--- config.mk ---
export PLATFORM = sky130hd
export DESIGN_NAME = bcd_time_counter
export DESIGN_NICKNAME = d
export VERILOG_FILES = /design/src/rtl/bcd_time_counter.sv
export SDC_FILE = /design/constraint.sdc
export NUM_CORES = 1
export LEC_CHECK = 0
export BUFFER_PORTS_ARGS = -buffer_cell sky130_fd_sc_hd__buf_2
export CORE_MARGIN = 5
export CORE_UTILIZATION = 30
export DETAILED_ROUTE_END_ITERATION = 6
export GPL_TIMING_DRIVEN = 1
export PLACE_DENSITY = 0.47
export SETUP_SLACK_MARGIN = 0.15
export SLEW_MARGIN = 10
export SYNTH_ARGS = -nofsm -noshare
export SYNTH_HDL_FRONTEND = slang
export SYNTH_SLANG_ARGS = --single-unit
--- constraint.sdc ---
create_clock -name mhz10clock -period 4.73 [get_ports mhz10clock]
set_clock_uncertainty 0.1 [all_clocks]
set_input_delay 0 -clock mhz10clock [delete_from_list [all_inputs] [get_ports mhz10clock]]
set_output_delay 0 -clock mhz10clock [all_outputs]
set_load 0.05 [all_outputs]
--- src/rtl/bcd_time_counter.sv ---
// Wall-clock timekeeping core: prescales the board clock to 1 Hz and keeps 24-hour BCD time.
// Two debounced buttons pause the clock and set hours/minutes.
module bcd_time_counter #(
  parameter int unsigned TICKS_PER_SEC = 10000000
) (
  input  logic       mhz10clock,
  input  logic       Reset,
  input  logic       mode_btn,
  input  logic       inc_btn,
  output logic [3:0] h10,
  output logic [3:0] h1,
  output logic [3:0] m10,
  output logic [3:0] m1,
  output logic [3:0] s10,
  output logic [3:0] s1,
  output logic       sec_tick,
  output logic       colon_on,
  output logic [1:0] set_mode
);

  localparam int unsigned PW = $clog2(TICKS_PER_SEC);
  localparam logic [PW-1:0] PrescMax = PW'(TICKS_PER_SEC - 1);

  typedef enum logic [1:0] {
    StRun     = 2'b00,
    StSetHour = 2'b01,
    StSetMin  = 2'b10
  } state_e;

  state_e        state_q;
  logic [PW-1:0] presc_q;
  logic [3:0]    h10_q, h1_q, m10_q, m1_q, s10_q, s1_q;
  logic          sec_tick_q, colon_q;
  logic          mode_s1_q, mode_s2_q, mode_prev_q;
  logic          inc_s1_q, inc_s2_q, inc_prev_q;

  logic       mode_pulse, inc_pulse;
  logic [3:0] s1_inc, s10_inc, m1_inc, m10_inc, h1_inc, h10_inc;
  logic       carry_s, carry_m;

  assign mode_pulse = mode_s2_q & ~mode_prev_q;
  assign inc_pulse  = inc_s2_q & ~inc_prev_q;

  // Per-digit BCD successors; carries tell the FSM which higher fields roll over.
  always_comb begin
    s1_inc  = s1_q + 4'd1;
    s10_inc = s10_q;
    carry_s = 1'b0;
    if (s1_q == 4'd9) begin
      s1_inc = 4'd0;
      if (s10_q == 4'd5) begin
        s10_inc = 4'd0;
        carry_s = 1'b1;
      end else begin
        s10_inc = s10_q + 4'd1;
      end
    end

    m1_inc  = m1_q + 4'd1;
    m10_inc = m10_q;
    carry_m = 1'b0;
    if (m1_q == 4'd9) begin
      m1_inc = 4'd0;
      if (m10_q == 4'd5) begin
        m10_inc = 4'd0;
        carry_m = 1'b1;
      end else begin
        m10_inc = m10_q + 4'd1;
      end
    end

    h1_inc  = h1_q + 4'd1;
    h10_inc = h10_q;
    if (h10_q == 4'd2 && h1_q == 4'd3) begin
      h1_inc  = 4'd0;
      h10_inc = 4'd0;
    end else if (h1_q == 4'd9) begin
      h1_inc  = 4'd0;
      h10_inc = h10_q + 4'd1;
    end
  end

  always_ff @(posedge mhz10clock or negedge Reset) begin
    if (!Reset) begin
      state_q     <= StRun;
      presc_q     <= '0;
      h10_q       <= 4'd0;
      h1_q        <= 4'd0;
      m10_q       <= 4'd0;
      m1_q        <= 4'd0;
      s10_q       <= 4'd0;
      s1_q        <= 4'd0;
      sec_tick_q  <= 1'b0;
      colon_q     <= 1'b1;
      mode_s1_q   <= 1'b0;
      mode_s2_q   <= 1'b0;
      mode_prev_q <= 1'b0;
      inc_s1_q    <= 1'b0;
      inc_s2_q    <= 1'b0;
      inc_prev_q  <= 1'b0;
    end else begin
      mode_s1_q   <= mode_btn;
      mode_s2_q   <= mode_s1_q;
      mode_prev_q <= mode_s2_q;
      inc_s1_q    <= inc_btn;
      inc_s2_q    <= inc_s1_q;
      inc_prev_q  <= inc_s2_q;
      sec_tick_q  <= 1'b0;

      unique case (state_q)
        StRun: begin
          // A mode press beats a coincident terminal count: the tick is discarded.
          if (mode_pulse) begin
            state_q <= StSetHour;
            presc_q <= '0;
            s10_q   <= 4'd0;
            s1_q    <= 4'd0;
            colon_q <= 1'b1;
          end else if (presc_q == PrescMax) begin
            presc_q    <= '0;
            sec_tick_q <= 1'b1;
            s1_q       <= s1_inc;
            s10_q      <= s10_inc;
            colon_q    <= ~s1_inc[0];
            if (carry_s) begin
              m1_q  <= m1_inc;
              m10_q <= m10_inc;
              if (carry_m) begin
                h1_q  <= h1_inc;
                h10_q <= h10_inc;
              end
            end
          end else begin
            presc_q <= presc_q + PW'(1);
          end
        end
        StSetHour: begin
          presc_q <= '0;
          colon_q <= 1'b1;
          if (mode_pulse) begin
            state_q <= StSetMin;
          end else if (inc_pulse) begin
            h1_q  <= h1_inc;
            h10_q <= h10_inc;
          end
        end
        StSetMin: begin
          presc_q <= '0;
          colon_q <= 1'b1;
          if (mode_pulse) begin
            state_q <= StRun;
          end else if (inc_pulse) begin
            m1_q  <= m1_inc;
            m10_q <= m10_inc;
          end
        end
        default: state_q <= StRun;
      endcase
    end
  end

  assign h10      = h10_q;
  assign h1       = h1_q;
  assign m10      = m10_q;
  assign m1       = m1_q;
  assign s10      = s10_q;
  assign s1       = s1_q;
  assign sec_tick = sec_tick_q;
  assign colon_on = colon_q;
  assign set_mode = state_q;

endmodule

Word-level counts from Yosys, hierarchy flattened
Index checks and enable logic that the tools add are counted.
{ "op_classes": {"n_reduce_logical": 14, "muxes": 57, "order_cmp": 0, "n_eq_ne": 22, "n_shift": 0, "n_mul": 0, "addsub": 7, "bitwise": 5, "div_mod_pow": 0} }
{ "ops": {"columns": ["cell", "n"], "rows": [
  ["$mux W4", 36],
  ["$mux W24", 2],
  ["$pmux W24 S2", 1],
  ["$pmux W4 S2", 4],
  ["$add A24 B1 Y24 const B", 1],
  ["$add A4 B1 Y4 const B", 6],
  ["$eq A24 B24 Y1 const B", 1],
  ["$ne A2 B2 Y1 const B", 11],
  ["$eq A4 B4 Y1 const B", 3],
  ["$reduce_bool A2 Y1", 5],
  ["$mux W1", 9],
  ["$eq A4 B2 Y1 const B", 2],
  ["$eq A4 B3 Y1 const B", 2],
  ["$reduce_and A7 Y1", 1],
  ["$mux W2", 3],
  ["$pmux W2 S3", 1],
  ["$reduce_and A3 Y1", 2],
  ["$reduce_and A6 Y1", 1],
  ["$reduce_and A2 Y1", 2],
  ["$ne A3 B3 Y1 const B", 1],
  ["$not A1 Y1", 3],
  ["$and A1 B1 Y1", 2],
  ["$eq A2 B1 Y1 const B", 1],
  ["$eq A2 B2 Y1 const B", 1],
  ["4 further kinds", 4]
]} }
{ "word_totals": {"memories": 0, "rom_bits": 0, "elab_cells": 121, "input_bits": 4, "output_inout_bits": 28, "ff_bits": 58, "latch_bits": 0, "ramBits": 0} }

Logic depth before layout (Yosys ltp)
{ "depth": {"depth_word": 8, "depth_mapped": 9, "depth_no_buf": 8} }

Least setup slack after synthesis
No wires, ideal clock.
{ "synth_timing": {"path_kind": "register to register", "from": "register state_q[0], in the netlist set_mode[0]", "to": "register h10_q[2], in the netlist h10[2]", "required_time_ns": 4.505, "path_slack_ns": 2.319, "setup_ns": 0.125, "path_stages_with_launch": 9, "n_path_buf": 0, "period_less_slack_ns": 2.411, "arrival_ns": 2.186, "cell_sequence": "dfrtp_1 -> inv_1 -> ha_1 -> nor4bb_1 -> and4_1 -> nand4_2 -> a21boi_4 -> nand3_2 -> mux2_4"} }
{ "synth_between": {"elab_chain_cells": 3, "elab_cells_between_ends": 11, "classes_between": "eq/ne: 7; mux: 1; reduce/logical: 3"} }
{ "synth_lines": {"columns": ["item", "line", "text"], "rows": [
  ["start: declaration", "30", "state_e state_q;"],
  ["start signal: assignment", "85", "state_q <= StRun;"],
  ["start signal: assignment", "114", "state_q <= StSetHour;"],
  ["start signal: assignment", "141", "state_q <= StSetMin;"],
  ["$eq A2 B1 Y1 or $logic_not A2 Y1 (tied branches)", "110", "unique case (state_q)"],
  ["$ne A2 B2 Y1 (no line) or $reduce_bool A2 Y1 (tied branches)", null, null],
  ["$reduce_and A7 Y1 (no line)", null, null],
  ["end signal: assignment", "130", "h10_q <= h10_inc;"],
  ["end signal: assignment", "144", "h10_q <= h10_inc;"],
  ["end: declaration", "32", "logic [3:0] h10_q, h1_q, m10_q, m1_q, s10_q, s1_q;"]
]} }
Parallel ways exist; a longest one is shown, timed or not.
A chain may end at the register's enable or synchronous reset.

Worst setup path in the final report
{ "layout_timing": {"from": "register state_q[0], in the netlist set_mode[0]", "to": "register h10_q[1], in the netlist h10[1]"} }
Same word-level chain as after synthesis.

==> impl_metrics.json <==
{
  "synth_area_per_cell_sq_um": 9.50,
  "cts_tree": "yes",
  "ir_drop_mv": 0.266,
  "drc_errors": 0,
  "synth_fp_nets": 343,
  "seqPwrFrac_pct": 34.2,
  "port_buffers": 31,
  "path_cells": "inv_1, ha_1, nor4bb_1, and4_1, nand4_2, a21boi_4, nand2_2, mux2_1",
  "pin_count": 32,
  "hold_class": "primary input to flip-flop",
  "rsz0062_at_grt": "false",
  "cp_slowest_stage_delay_ps": 430,
  "first_iter_violations": 107,
  "hold_depth": 2,
  "async_flop_share_pct": 100,
  "drv_cap": 0,
  "critPathSlowestCell": "ha_1",
  "synth_cell_types": 48,
  "grt_antenna_before_repair": 0,
  "period_needed_ps": 2630,
  "first_pass_iters": 4,
  "setup.worst_path.start_class": "flip-flop",
  "grt_max_degree": 59,
  "fin_nets": 378,
  "intPower_mw": 1.11,
  "cts_resized": 0,
  "cts_buffer_depth": 2,
  "hold_violations": 0,
  "layout-drive-gt1-share_pct": 18.3,
  "vias_per_cell": 5.06,
  "status": "completed",
  "core_area_sq_um": 10200,
  "relSlewSlack_pct": 41.0,
  "ys_seq_area_share_pct": 46.9,
  "setup-violations-final": 0,
  "power_density_nw_per_um2": 543,
  "critPathRequiredTime_ps": 4840,
  "slew_violations": 0,
  "combPwrFrac_pct": 42.7,
  "grt_pass1_wl_microns": 11800,
  "dpl_worst_slack_ps": 2100,
  "tightestPinTransition_ps": 885,
  "layout.area.seq_sq_um": 1450,
  "die_area_sq_um": 12500,
  "switching_power_mw": 0.858,
  "die_w_microns": 112,
  "path_class": "flip-flop to flip-flop",
  "track_usage_pct": 11.3,
  "routed_wl_microns": 6760,
  "grt_pass1_vias": 2449,
  "fmax_mhz": 381,
  "synth_seq_cells": 58,
  "cts_max_level": 3,
  "wl_per_cell_microns": 13.5,
  "rows": 37,
  "num_antenna_cells": 0,
  "die_h_microns": 112,
  "power.total_mw": 1.97,
  "clock_latency_ps": 330,
  "start_util_pct": 30.4,
  "cts_buffers": 9,
  "clockPowerShare_pct": 23.0,
  "hpwl_microns": 4490,
  "synth_ff_type": "dfrtp_1",
  "syn_inst": 326,
  "worst-path-max-fanout": 13,
  "grt-ovfl-total": 0,
  "setup_slack_ps": 2100,
  "synth_warnings": 0,
  "area_growth_pct": 16.9,
  "swShare_pct": 43.6,
  "fill_cells": 1055,
  "antenna_left": 0,
  "utilization_pct": 35.6,
  "place_congestion": 0.792,
  "vias": 2542,
  "dpl-instance-area_sq_um": 3390,
  "leakagePower_nw": 1.65,
  "critPathCaptureType": "flip-flop",
  "clkTransAtPathRegs_ps": 60,
  "final_area_sq_um": 3620,
  "critPathArrivalTime_ps": 2740,
  "cts_root_buf": "clkbuf_8",
  "setup_tns_ps": 0,
  "multi_input_area_sq_um": 1560,
  "netlist_area_sq_um": 3100,
  "synth_edf_count": 0,
  "rr_worst_depth": 8,
  "post-route-period-util_pct": 55.5,
  "clkSinkCount": 58
}
through the flow:
| stage | std cells | hold slack, ps |
|---|---|---|
| 2_1_floorplan | 326 | -396 |
| 3_3_place_gp | 483 | 9.73 |
| 3_5_place_dp | 483 | 10.1 |
| 4_1_cts | 502 | 188 |
| 5_1_grt | 502 | 203 |
| 6_report | 502 | 205 |
final cells by class:
cell class / instances / area share, %
flip-flops and latches: 58 / 40.1
clock inverters: 1 / 0.138
well taps: 136 / 4.70
multi-input cells: 246 / 43.1
clock buffers: 15 / 5.42
inverters: 10 / 1.04
repair buffers: 36 / 5.53
critical path, delay by kind of cell (launching register included):
kind            cells  cell delay [ps]
compound gates      1              330
mux                 1              340
buf+inv             1              110
flops               1              410
fa+ha+maj           1              430
simple gates        4              800
final timing paths:
kind / start / to / slack, ps
worst max-delay path: set_mode[0] / h10[1] / 2100
worst min-delay path: mode_btn / mode_s1_q / 200
worst max register to register: set_mode[0] / h10[1] / 2100
worst min register to register: mode_s1_q / mode_s2_q / 250
max in group asynchronous: Reset / presc_q[9] / 3780
min in group asynchronous: Reset / m10[3] / 250
power groups by stage:
stage / sequential [mW] / clock [mW] / combinational [mW]
4_1_cts: 0.674 / 0.473 / 0.852
2_1_floorplan: 0.898 / 0 / 0.437
5_1_grt: 0.692 / 0.494 / 0.935
3_3_place_gp: 0.682 / 0 / 0.839
6_report: 0.674 / 0.453 / 0.840
3_5_place_dp: 0.684 / 0 / 0.848
synth_stat cells, types with 2 or more instances:
cell type,count,area share (%)
o21ai_0,51,8.2
mux2_4,3,1.5
nor4_1,2,0.40
clkbuf_1,10,1.2
o31ai_1,8,1.9
a21oi_1,7,1.1
nor2b_1,3,0.61
and4_1,4,1.1
and2_2,2,0.48
buf_2,2,0.32
nand4_1,12,2.4
a22o_1,2,0.57
inv_1,10,1.2
and2_1,2,0.40
nor2_1,29,3.5
dfrtp_1,57,46
nand2_1,31,3.8
nor4b_1,2,0.57
xnor2_1,4,1.1
nand3b_1,2,0.48
xor2_1,2,0.57
ha_1,13,5.3
a21o_1,3,0.73
nand2b_1,6,1.2
mux2_1,2,0.73
a31oi_1,9,1.8
and3_1,12,2.4
nor3_1,5,0.81
mux2_2,3,1.1
nand3_1,10,1.6
sequential cells by signal, indices dropped and copies added, names as in the netlist, 2 cells and up:
register / count
presc_q: 24
h10: 4
h1: 4
m10: 4
m1: 4
s10: 4
s1: 4
set_mode: 2
layer usage:
layer	track usage [%]	part of all wire [%]
met4	4.95	1.3
met3	2.50	4.0
met1	15.4	50
met2	17.3	45
met5	0	0
cells in the final DEF (no fill, tap or decap), drive strengths merged, types with 2 or more instances in the layout:
| cell | Yosys | routed |
|---|---|---|
| a21boi | 2 | 2 |
| a21o | 3 | 3 |
| a21oi | 8 | 8 |
| a22o | 2 | 2 |
| a31oi | 9 | 9 |
| and2 | 4 | 4 |
| and3 | 12 | 12 |
| and4 | 4 | 4 |
| buf | 2 | 33 |
| clkbuf | 10 | 15 |
| dfrtp | 57 | 57 |
| dlygate4sd3 | 0 | 3 |
| ha | 13 | 13 |
| inv | 10 | 10 |
| mux2 | 8 | 8 |
| nand2 | 32 | 32 |
| nand2b | 6 | 6 |
| nand3 | 11 | 11 |
| nand3b | 2 | 2 |
| nand4 | 13 | 13 |
| nor2 | 29 | 29 |
| nor2b | 3 | 3 |
| nor3 | 5 | 5 |
| nor4 | 3 | 3 |
| nor4b | 2 | 2 |
| o21ai | 51 | 51 |
| o31ai | 8 | 8 |
| xnor2 | 4 | 4 |
| xor2 | 2 | 2 |
cells by family after synthesis:
family | synth area share (%)
and+or+nand+nor | 22.7
AOI/OAI and AO/OA | 17.4
DFF | 46.9
buffers and inverters | 2.75
adders and majority gates | 5.25
muxes | 3.27
xor gates and xnor gates | 1.70
what timing repair did:
action / 4_1_cts / 5_1_grt
hold endpoints to repair: 59 / 0
hold buffers: 3 / 0
buffers inserted: 0 / 0
Note: power is estimated with default switching activity, not from simulation.
